[src/rtl/cla_sub_seq.sv]
// Sequential two's-complement subtractor: diff = a - b, one 4-bit carry-lookahead
// slice per cycle (LSB first), behind valid/ready operand and result handshakes.
module cla_sub_seq #(
  parameter int WIDTH = 32
) (
  input  logic             clk,
  input  logic             rst_n,
  input  logic             in_valid,
  output logic             in_ready,
  input  logic [WIDTH-1:0] a,
  input  logic [WIDTH-1:0] b,
  output logic             out_valid,
  input  logic             out_ready,
  output logic [WIDTH-1:0] diff,
  output logic             borrow,
  output logic             overflow,
  output logic             zero
);

  localparam int NIB  = WIDTH / 4;
  localparam int IDXW = (NIB > 1) ? $clog2(NIB) : 1;
  localparam int MSB  = WIDTH - 1;

  typedef enum logic [1:0] {
    IDLE = 2'd0,
    RUN  = 2'd1,
    DONE = 2'd2
  } state_t;

  state_t            state, state_nx;
  logic [WIDTH-1:0]  a_q;
  logic [WIDTH-1:0]  nb_q;
  logic [WIDTH-1:0]  diff_q;
  logic [WIDTH-1:0]  diff_nx;
  logic              carry_q;
  logic [IDXW-1:0]   idx_q;
  logic              borrow_q;
  logic              overflow_q;
  logic              zero_q;
  logic [3:0]        a_nib;
  logic [3:0]        nb_nib;
  logic [4:0]        slice;
  logic              last;

  // Returns {carry_out, sum} for x + y + cin using generate/propagate lookahead terms.
  function automatic logic [4:0] cla4(input logic [3:0] x, input logic [3:0] y,
                                      input logic cin);
    logic [3:0] p;
    logic [3:0] g;
    logic [3:0] c;
    logic [3:0] s;
    p    = x ^ y;
    g    = x & y;
    c[0] = g[0] | (p[0] & cin);
    c[1] = g[1] | (p[1] & c[0]);
    c[2] = g[2] | (p[2] & c[1]);
    c[3] = g[3] | (p[3] & c[2]);
    s[0] = p[0] ^ cin;
    s[1] = p[1] ^ c[0];
    s[2] = p[2] ^ c[1];
    s[3] = p[3] ^ c[2];
    return {c[3], s};
  endfunction

  // Current slice: operand nibble select, CLA evaluation, merge into running diff
  always_comb begin
    a_nib  = '0;
    nb_nib = '0;
    for (int i = 0; i < NIB; i++) begin
      if (idx_q == IDXW'(i)) begin
        a_nib  = a_q[4*i +: 4];
        nb_nib = nb_q[4*i +: 4];
      end
    end
    slice   = cla4(a_nib, nb_nib, carry_q);
    diff_nx = diff_q;
    for (int i = 0; i < NIB; i++) begin
      if (idx_q == IDXW'(i)) begin
        diff_nx[4*i +: 4] = slice[3:0];
      end
    end
  end

  assign last = (idx_q == IDXW'(NIB - 1));

  always_ff @(posedge clk or negedge rst_n) begin
    if (!rst_n) begin
      state <= IDLE;
    end else begin
      state <= state_nx;
    end
  end

  always_comb begin
    state_nx = state;
    unique case (state)
      IDLE:    if (in_valid)  state_nx = RUN;
      RUN:     if (last)      state_nx = DONE;
      DONE:    if (out_ready) state_nx = IDLE;
      default:                state_nx = IDLE;
    endcase
  end

  // Operand capture, slice accumulation and final flag evaluation
  always_ff @(posedge clk or negedge rst_n) begin
    if (!rst_n) begin
      a_q        <= '0;
      nb_q       <= '0;
      diff_q     <= '0;
      carry_q    <= 1'b0;
      idx_q      <= '0;
      borrow_q   <= 1'b0;
      overflow_q <= 1'b0;
      zero_q     <= 1'b0;
    end else begin
      unique case (state)
        IDLE: begin
          if (in_valid) begin
            a_q     <= a;
            nb_q    <= ~b;
            carry_q <= 1'b1;
            idx_q   <= '0;
            diff_q  <= '0;
          end
        end
        RUN: begin
          diff_q  <= diff_nx;
          carry_q <= slice[4];
          if (last) begin
            idx_q      <= '0;
            borrow_q   <= ~slice[4];
            // b's sign bit is the inverse of the stored ~b sign bit
            overflow_q <= (a_q[MSB] == nb_q[MSB]) && (diff_nx[MSB] != a_q[MSB]);
            zero_q     <= (diff_nx == '0);
          end else begin
            idx_q <= idx_q + IDXW'(1);
          end
        end
        default: ;
      endcase
    end
  end

  assign in_ready  = (state == IDLE);
  assign out_valid = (state == DONE);
  assign diff      = diff_q;
  assign borrow    = borrow_q;
  assign overflow  = overflow_q;
  assign zero      = zero_q;

endmodule

[config.mk]
export PLATFORM = sky130hd
export DESIGN_NAME = cla_sub_seq
export DESIGN_NICKNAME = d
export VERILOG_FILES = /design/src/rtl/cla_sub_seq.sv
export SDC_FILE = /design/constraint.sdc
export NUM_CORES = 1
export LEC_CHECK = 0
export CAP_MARGIN = 20
export CORE_UTILIZATION = 56
export CTS_CLUSTER_SIZE = 10
export DETAILED_ROUTE_END_ITERATION = 6
export PLACE_DENSITY = 0.86
export REMOVE_ABC_BUFFERS = 1
export SETUP_SLACK_MARGIN = 0.15
export SYNTH_ARGS = -nofsm -noshare
export SYNTH_HDL_FRONTEND = slang
export SYNTH_SLANG_ARGS = --single-unit
[constraint.sdc]
create_clock -name clk -period 12.56 [get_ports clk]
set_clock_uncertainty 0.1 [all_clocks]
set_input_delay 3.14 -clock clk [delete_from_list [all_inputs] [get_ports clk]]
set_output_delay 3.14 -clock clk [all_outputs]
set_load 0.01 [all_outputs]
==> impl_metrics.csv, run 1 <==
group,metric,value,unit
status,status,"finished, violations left",
status,violations,"design-rule violations",
final_layout,antennaDiodeCount,0,
setup_path,worstPathArrival,5.59,ns
pwr,p_int,0.995,mW
yosys,yosys_warnings,0,
grt,grt_max_degree,100,
cts,cts_resized,0,
worst_hold_path,hold_path_class,"reg2reg",
cts,cts_root_buf,"clkbuf_8",
grt,track_usage,29.6,%
die,die_area,9590,um2
cts,clk_pin_slew,0.11,ns
cts,cts_hold_buf,0,
setup_path,crit_path_max_fanout,15,
grt,grt_first_pass_wirelength,22600,um
sta,slew_headroom,30.4,%
cts,clkSinkCount,105,
sta,min_period,5.38,ns
pwr,peakVddDrop,0.000123,V
drt,postRouteAntennaNets,0,
setup_path,slowest_stage,"nor2_1",
yosys,synth_top_family_by_area,"compound AO/OA/AOI/OAI gates",
die,start_util,58.5,%
die,pin_count,105,
drt,viasPerCell,6.05,
yosys,seq_area_frac_synth,51.0,%
sta,max_freq,186,MHz
setup_path,startpoint_type,"flop",
drt,drtPass1Iterations,7,
setup_path,max_stage_delay,0.72,ns
cts,cts_setup_buffers,0,
setup_path,path_cells,"inv_1, ha_1, nor2_1, o21a_1, a221oi_1, o22ai_1, a22oi_1, fa_1, fa_1, inv_1, fa_1, inv_1, fa_1, nor2_1, a22o_1",
grt,grt_pass1_vias,4554,
sta,rsz0062_at_grt,"false",
placed_design,gp_congestion,0.889,
yosys,syn_area,5150,um2
grt,antenna_found_initial,0,
pwr,pwr-share-comb,57.0,%
placed_design,place_area,6180,um2
yosys,synth-compound-area-share,20.3,%
die,die_width,97.9,um
sta,tightest_slew,1.04,ns
cts,numCtsBuffers,9,
yosys,synth_edf_count,0,
drt,wirelength,13700,um
cts,clk_latency,0.38,ns
yosys,synthAdderAreaFrac,3.01,%
yosys,async_flop_share,100,%
die,coreArea,8810,um2
cts,max-clock-path-buffers,2,
final_layout,area_growth,24.4,%
yosys,yosysUniqueCellTypes,50,
placed_design,portBuffers,104,
setup_path,critical_path_buf_inv_count,3,
sta,hold_violations,0,
pwr,clkPwrFrac,11.9,%
placed_design,hpwl,9520,um
cts,cts_max_level,3,
final_layout,final_nets,723,
die,rows,34,
cts,tritoncts,"yes",
pwr,power.density,293,nW/um2
pwr,switching_share,46.9,%
yosys,synth.mux.area_fraction,1.38,%
sta,period_share,42.9,%
drt,wire_per_inst,18.1,um
sta,finalMaxSlewViolations,0,
flow_run,drv_cap,0,
setup_path,cp.required,12.77,ns
yosys,synth.avg_cell_area,9.20,um2
yosys,synthSimpleGateAreaFrac,19.4,%
worst_hold_path,worstHoldPathCells,2,
pwr,p_leak,2.83,nW
yosys,synthXorXnorAreaFrac,0,%
setup_path,reg2regPathDepth,15,
drt,num_vias,4586,
drt,remaining_drc_errors,6,
final_layout,drive_gt1_share,5.54,%
yosys,syn_inst,560,
drt,drtIter0Drc,325,
sta,setup_viol,0,
pwr,seq_power_share,31.1,%
die,fp.dieH,97.9,um
yosys,synth_ff_type,"dfrtp_1",
grt,grt.overflow.total,0,
sta,setup_tns,0,ns
setup_path,crit_family,"adder cells",
final_layout,stdcell_area,6410,um2
setup_path,crit_type,"reg2reg",
setup_path,endpoint_kind,"flop",
setup_path,cpMostUsedCell,"fa_1",
setup_path,crit_cells,15,
pwr,netSwitchingPower,0.881,mW
yosys,ys_seq_elements,105,
-- state kept, by name, summed over array words and instances, names as in the netlist --
signal,cells
a_q,32
borrow,1
carry_q,1
diff,32
idx_q,3
nb_q,32
overflow,1
state,2
zero,1
-- per-stage QoR --
step / instances / setup WS (ns) / hold slack, ns / power [mW] / util, %
floorplan: 522 / 7.21 / 0.337 / 1.24 / -
global placement: 741 / 7.38 / 0.350 / 1.60 / 70.1
detailed placement: 741 / 7.34 / 0.364 / 1.63 / 70.1
CTS: 757 / 7.28 / 0.391 / 1.86 / 72.5
global route: 758 / 7.01 / 0.410 / 1.99 / 72.8
finish: 758 / 7.18 / 0.386 / 1.88 / 72.8
-- power groups by stage --
stage	registers, mW	logic (mW)	clock network, mW
after floorplan	0.580	0.665	0
after global placement	0.581	1.02	0
final	0.583	1.07	0.223
after CTS	0.582	1.05	0.224
after detailed placement	0.588	1.04	0
after global routing	0.601	1.15	0.238
-- synthesized netlist by cell type, types with 2 or more instances --
cell	n	share of area, %
a21oi_1	26	2.5
a221oi_1	4	0.68
a22o_1	15	2.5
a22oi_1	2	0.29
a311oi_1	2	0.34
a31oi_1	4	0.49
a32o_1	13	2.5
a32oi_1	4	0.68
a41oi_1	2	0.34
and2_1	5	0.61
buf_1	2	0.15
buf_2	15	1.5
buf_4	6	0.87
buf_6	3	0.66
clkbuf_1	12	0.87
dfrtp_1	105	51
fa_1	4	1.6
ha_1	6	1.5
inv_1	12	0.87
mux2i_1	6	1.2
nand2_1	160	12
nand2b_1	14	1.7
nand3_1	3	0.29
nand3b_1	5	0.73
nand4_1	2	0.24
nor2_1	19	1.4
nor2b_1	4	0.49
nor3_1	2	0.19
nor4_1	4	0.49
o211ai_1	4	0.58
o21a_1	3	0.44
o21ai_0	57	5.5
o21ai_1	2	0.19
o21ai_2	5	0.85
o22ai_1	9	1.1
o31ai_1	2	0.29
or3_1	4	0.49
-- placed cells by master (no fill, tap or decap), types with 5 or more instances in the layout --
master / instances
ha_1: 6
nand2_1: 160
a21oi_1: 26
o21ai_2: 5
nand3b_1: 5
mux2i_1: 6
dfrtp_1: 105
clkbuf_8: 9
nand2b_1: 14
o21ai_0: 57
clkdlybuf4s50_1: 103
a22o_1: 15
nor2_1: 19
and2_1: 5
o22ai_1: 9
buf_4: 8
a32o_1: 13
inv_1: 12
-- worst reg2reg max path, cell delays in order (launching register included) --
cell and delay (ns):
dfrtp_1 0.36, inv_1 0.22, ha_1 0.56, nor2_1 0.72, o21a_1 0.22, a221oi_1 0.07
o22ai_1 0.21, a22oi_1 0.12, fa_1 0.46, fa_1 0.44, inv_1 0.10, fa_1 0.20
inv_1 0.07, fa_1 0.58, nor2_1 0.62, a22o_1 0.27
-- worst paths after layout --
path,endpoint,start,slack (ns)
worst min register to register,a_q[9],a_q[9],0.39
worst max register to register,diff[3],idx_q[2],7.18
worst max-delay path,diff[3],idx_q[2],7.18
min in group asynchronous,nb_q[26],rst_n,2.63
max in group asynchronous,a_q[11],rst_n,8.54
worst min-delay path,a_q[9],a_q[9],0.39
-- routing by layer --
metal	track usage [%]	wire, um
met1	40.0	5820
met2	49.8	6660
met3	5.30	991
met4	6.88	213
met5	2.56	0
-- logic make-up (layout without fill, tap and decap cells) --
family	Yosys count	in the layout
multiplexers	7	7
AO/OA/AOI/OAI	159	159
AND/OR/NAND/NOR	228	228
buffers and inverters	51	141
adder cells (fa/ha/maj)	10	10
flip-flops	105	105
-- final cells by class --
cell class | instances | area (um2)
inverter | 13 | 48.8
sequential | 105 | 2630
tap | 108 | 135
fill | 689 | 2390
multi-input combinational | 404 | 2270
clock buffer | 9 | 124
timing repair buffer | 112 | 1120
clock inverter | 7 | 86.3
Power figures use the tool's default switching activity.
==> inputs of run 2 (changes only) <==
- CORE_UTILIZATION: 56 -> 52
- PLACE_DENSITY: 0.86 -> 0.81
- clock period: 12.56 -> 5.37 ns (I/O delays scaled with it)
==> run 2 against run 1 <==
The run now ends clean. Cell count is 2.9% higher. Clock power grew 110%. Via count shrank 2.0%. Utilization shrank 4.7 points. Wire length fell by 4.6%. Register-to-register slack worse by 6.5 ns. Clock-buffer cell count is 1 higher. Worst hold slack better by 0.00082 ns. Sequential power increased by 140%.
==> impl_metrics.csv, run 2 (synthesis results as in run 1) <==
group,metric,value,unit
setup_path,ff2ff_setup_slack,0.68,ns
final_layout,area_growth,24.4,%
setup_path,startpoint_type,"flop",
grt,antenna_found_initial,0,
cts,numCtsBuffers,9,
grt,grt_first_pass_wirelength,21600,um
sta,rsz0062_at_grt,"false",
drt,wire_per_inst,16.7,um
cts,cts_setup_buffers,0,
pwr,power.total,4.27,mW
die,rows,35,
flow_run,drv_cap,0,
grt,met2_usage,43.8,%
sta,max_freq,213,MHz
sta,tightest_slew,1.06,ns
setup_path,cp.required,5.57,ns
cts,cts_resized,0,
cts,max-clock-path-buffers,2,
status,status,"finished clean",
pwr,power.density,666,nW/um2
setup_path,crit_type,"reg2reg",
pwr,p_leak,2.82,nW
sta,setup_ws,0.681,ns
drt,drtPass1Iterations,6,
final_layout,final_nets,724,
sta,slew_headroom,29.0,%
grt,track_usage,27.1,%
grt,top_usage_layer,"met2",
grt,grt_use_met3,5.73,%
sta,setup_viol,0,
drt,drtIter0Drc,288,
placed_design,gp_congestion,0.922,
final_layout,nFillCells,739,
die,fp.dieH,102,um
cts,clk_latency,0.37,ns
grt,grt.overflow.total,0,
die,coreArea,9420,um2
sta,finalMaxSlewViolations,0,
drt,viasPerCell,5.76,
cts,cts_root_buf,"clkbuf_8",
cts,cts_max_level,3,
cts,clkSinkCount,105,
die,die_width,102,um
placed_design,post-place-ws,0.743,ns
placed_design,portBuffers,104,
cts,clk_pin_slew,0.10,ns
drt,wirelength,13100,um
grt,met1_usage,36.9,%
final_layout,antennaDiodeCount,0,
placed_design,hpwl,9260,um
pwr,peakVddDrop,0.000297,V
die,start_util,54.7,%
setup_path,crit_path_max_fanout,27,
sta,min_period,4.69,ns
final_layout,final_common_cell,"nand2_1",
final_layout,drive_gt1_share,5.68,%
drt,num_vias,4496,
grt,grt_max_degree,100,
die,die_area,10300,um2
grt,grt_pass1_vias,4433,
setup_path,worstPathArrival,4.89,ns
setup_path,endpoint_kind,"flop",
drt,remaining_drc_errors,0,
sta,period_share,87.3,%
sta,hold_violations,0,
cts,tritoncts,"yes",
die,pin_count,105,
worst_hold_path,hold_path_class,"reg2reg",
cts,cts_hold_buf,0,
final_layout,final_cell_mix,"160 x nand2_1, 105 x dfrtp_1, 103 x clkdlybuf4s50_1",
drt,postRouteAntennaNets,0,
sta,setup_tns,0,ns
run 2: metrics by stage:
step,area [um2],utilization [%],cells,hold WS (ns)
finish,6410,68.1,780,0.387
global route,6410,68.1,780,0.409
CTS,6400,67.9,779,0.385
detailed placement,6210,66.0,763,0.362
global placement,6210,66.0,763,0.355
floorplan,4950,-,522,0.337
run 2: critical path, stage by stage, from the launching register on:
cell	delay, ns
dfrtp_1	0.42
inv_1	0.11
ha_1	0.69
nand2_1	0.13
o211ai_1	0.14
a32oi_1	0.13
o22ai_1	0.19
mux2i_1	0.12
fa_1	0.43
fa_1	0.43
inv_1	0.09
fa_1	0.17
inv_1	0.06
fa_1	0.64
nand4b_1	0.12
a211o_1	0.25
a21oi_1	0.12
nand4_1	0.12
o21ai_1	0.13
run 2: power breakdown:
part | total (mW) | switching (mW) | internal, mW
registers | 1.38 | 0.254 | 1.13
logic | 2.42 | 1.46 | 0.964
clock network | 0.469 | 0.281 | 0.188
run 2: worst paths after layout:
kind,startpoint,endpoint,cells past startpoint
min in group asynchronous,rst_n,nb_q[6],1
max in group asynchronous,rst_n,diff[7],2
setup reg to reg,idx_q[1],zero,18
hold reg to reg,a_q[9],a_q[9],2
hold / removal,a_q[9],a_q[9],2
setup / recovery,idx_q[1],zero,18
run 2: metal layers:
layer | vias to the layer above | wire length, um
li1 | 2115 | -
met1 | 2131 | 5600
met2 | 229 | 6280
met3 | 21 | 970
met4 | 0 | 195
met5 | - | 0
run 2: area by class of cell:
cell class | count | area [um2] | share of cell area, %
clock buffers | 10 | 138 | 2.15
clock inverters | 6 | 50.0 | 0.780
inverters | 13 | 48.8 | 0.761
multi-input cells | 404 | 2270 | 35.5
flip-flops and latches | 105 | 2630 | 41.0
well taps | 129 | 161 | 2.52
repair buffers | 113 | 1110 | 17.4
==> inputs of run 3 (changes only) <==
- CELL_PAD_IN_SITES_DETAIL_PLACEMENT: not set -> 1
- CELL_PAD_IN_SITES_GLOBAL_PLACEMENT: not set -> 1
- CORE_MARGIN: not set -> 4
- CORE_UTILIZATION: 52 -> 39
- PLACE_DENSITY: 0.81 -> not set
- PLACE_DENSITY_LB_ADDON: not set -> 0.1
==> run 3 against run 2 <==
Cell count up 6.2%. Sequential power about the same. Worst setup slack worse by 0.014 ns. Combinational power up 4%. Utilization down 16 points. Critical path depth unchanged. Fmax down 0.29%. Clock-buffer cell count up 2. First-iteration DRC count down 13%. Via count down 1.2%. Die area up 47%. Non-clock buffer count up 5.
==> impl_metrics.csv, run 3 (synthesis results as in run 1) <==
group,metric,value,unit
sta,hold_violations,0,
cts,clk_pin_slew,0.07,ns
pwr,peakVddDrop,0.000284,V
final_layout,drive_gt1_share,6.40,%
setup_path,worstPathArrival,4.88,ns
cts,cts_setup_buffers,0,
setup_path,startpoint_type,"flop",
sta,slew_headroom,36.6,%
final_layout,stdcell_area,6650,um2
final_layout,antennaDiodeCount,0,
cts,cts_root_buf,"clkbuf_16",
drt,postRouteAntennaNets,0,
setup_path,crit_type,"reg2reg",
grt,grt_max_degree,100,
pwr,p_leak,2.91,nW
drt,drtPass1Iterations,4,
cts,clkSinkCount,105,
setup_path,r2r_end,"zero",
sta,setup_tns,0,ns
worst_hold_path,worstHoldPathCells,2,
die,coreArea,12800,um2
sta,setup_viol,0,
die,rows,41,
final_layout,nFillCells,1440,
setup_path,max_stage_delay,0.65,ns
drt,viasPerCell,5.36,
sta,period_share,87.6,%
placed_design,portBuffers,104,
worst_hold_path,hold_path_class,"reg2reg",
final_layout,final_nets,729,
setup_path,crit_path_max_fanout,19,
drt,drtIter0Drc,250,
final_layout,stdcell_count,828,
setup_path,path_cells,"inv_1, ha_1, nand2_1, o211ai_1, a32oi_1, o22ai_1, mux2i_1, fa_1, fa_1, inv_1, fa_1, inv_1, fa_1, nand4b_1, a211o_1, a21oi_1, nand4_1, o21ai_1",
cts,cts_hold_buf,0,
sta,max_freq,213,MHz
final_layout,final_common_cell,"nand2_1",
grt,grt_first_pass_wirelength,25200,um
die,start_util,40.3,%
setup_path,worstReg2RegStart,"idx_q[0]",
sta,tightest_slew,0.951,ns
flow_run,drv_cap,0,
setup_path,ff2ff_setup_slack,0.67,ns
drt,remaining_drc_errors,0,
setup_path,reg2regPathDepth,18,
setup_path,crit_family,"adder cells",
grt,grt.overflow.total,0,
cts,cts_max_level,3,
placed_design,place_inst,810,
worst_hold_path,hold_path_end,"a_q[5]",
final_layout,final_cell_mix,"160 x nand2_1, 105 x dfrtp_1, 103 x clkdlybuf4s50_1",
die,fp.dieH,123,um
grt,grt_pass1_vias,4851,
die,die_area,15100,um2
placed_design,hpwl,10900,um
cts,numCtsBuffers,9,
setup_path,cpMostUsedCell,"fa_1",
cts,clk_latency,0.35,ns
sta,min_period,4.70,ns
grt,antenna_found_initial,0,
drt,num_vias,4441,
sta,hold_ws,0.388,ns
drt,wire_per_inst,18.6,um
setup_path,cp.required,5.55,ns
placed_design,place_area,6290,um2
setup_path,critical_path_buf_inv_count,3,
worst_hold_path,worstHoldStart,"a_q[5]",
sta,rsz0062_at_grt,"false",
final_layout,post-route-util,52.0,%
drt,wirelength,15400,um
placed_design,gp_congestion,0.849,
cts,max-clock-path-buffers,2,
grt,track_usage,21.5,%
setup_path,slowest_stage,"fa_1",
die,die_width,123,um
final_layout,area_growth,28.9,%
die,pin_count,105,
pwr,power.density,693,nW/um2
status,status,"finished clean",
cts,tritoncts,"yes",
cts,cts_resized,0,
sta,finalMaxSlewViolations,0,
setup_path,endpoint_kind,"flop",
==> run 3: cell types whose count changed in the layout (fill, tap and decap cells not counted), moves of 2 or more <==
| cell | previous run | this run |
|---|---|---|
| inv_6 | 2 | 0 |
| clkbuf_16 | 0 | 9 |
| clkbuf_8 | 10 | 3 |
| buf_4 | 9 | 14 |
==> run 3: layout make-up <==
class / instances / area (um2) / area share, %
flip-flops and latches: 105 / 2630 / 39.5
multi-input cells: 404 / 2270 / 34.2
repair buffers: 118 / 1160 / 17.5
well taps: 172 / 215 / 3.24
inverters: 13 / 48.8 / 0.734
clock inverters: 4 / 50.0 / 0.753
clock buffers: 12 / 267 / 4.01
==> run 3: stage by stage <==
step / setup slack [ns] / power, mW
floorplan: 0.515 / 2.91
global placement: 0.869 / 3.81
detailed placement: 0.682 / 3.90
CTS: 0.652 / 4.63
global route: 0.279 / 4.98
finish: 0.667 / 4.61
==> run 3: worst min-delay path: stages (launching register included) <==
cell and delay (ns):
dfrtp_1 0.35, nand2_1 0.05, nand2_1 0.06
==> run 3: how the worst max path moves through the flow <==
stage	from	depth (start not counted)	endpoint
global route	idx_q[0]	17	zero
floorplan	idx_q[2]	18	zero
global placement	idx_q[0]	17	zero
finish	idx_q[0]	18	zero
detailed placement	idx_q[1]	17	zero
CTS	idx_q[0]	18	zero
==> run 3: metal layers <==
layer  share of wire (%)  vias up  global-route usage (%)
met4                 1.7        0                    7.84
li1                    -     2122                       -
met5                   0        -                       0
met2                  50       93                    35.8
met1                  44     2209                    28.4
met3                 4.2       17                    3.29
==> run 3: report_power, final <==
| group | internal, mW | total [mW] | switching (mW) |
|---|---|---|---|
| clock network | 0.399 | 0.698 | 0.299 |
| registers | 1.13 | 1.40 | 0.266 |
| logic | 0.993 | 2.51 | 1.52 |
| total | 2.52 | 4.61 | 2.08 |
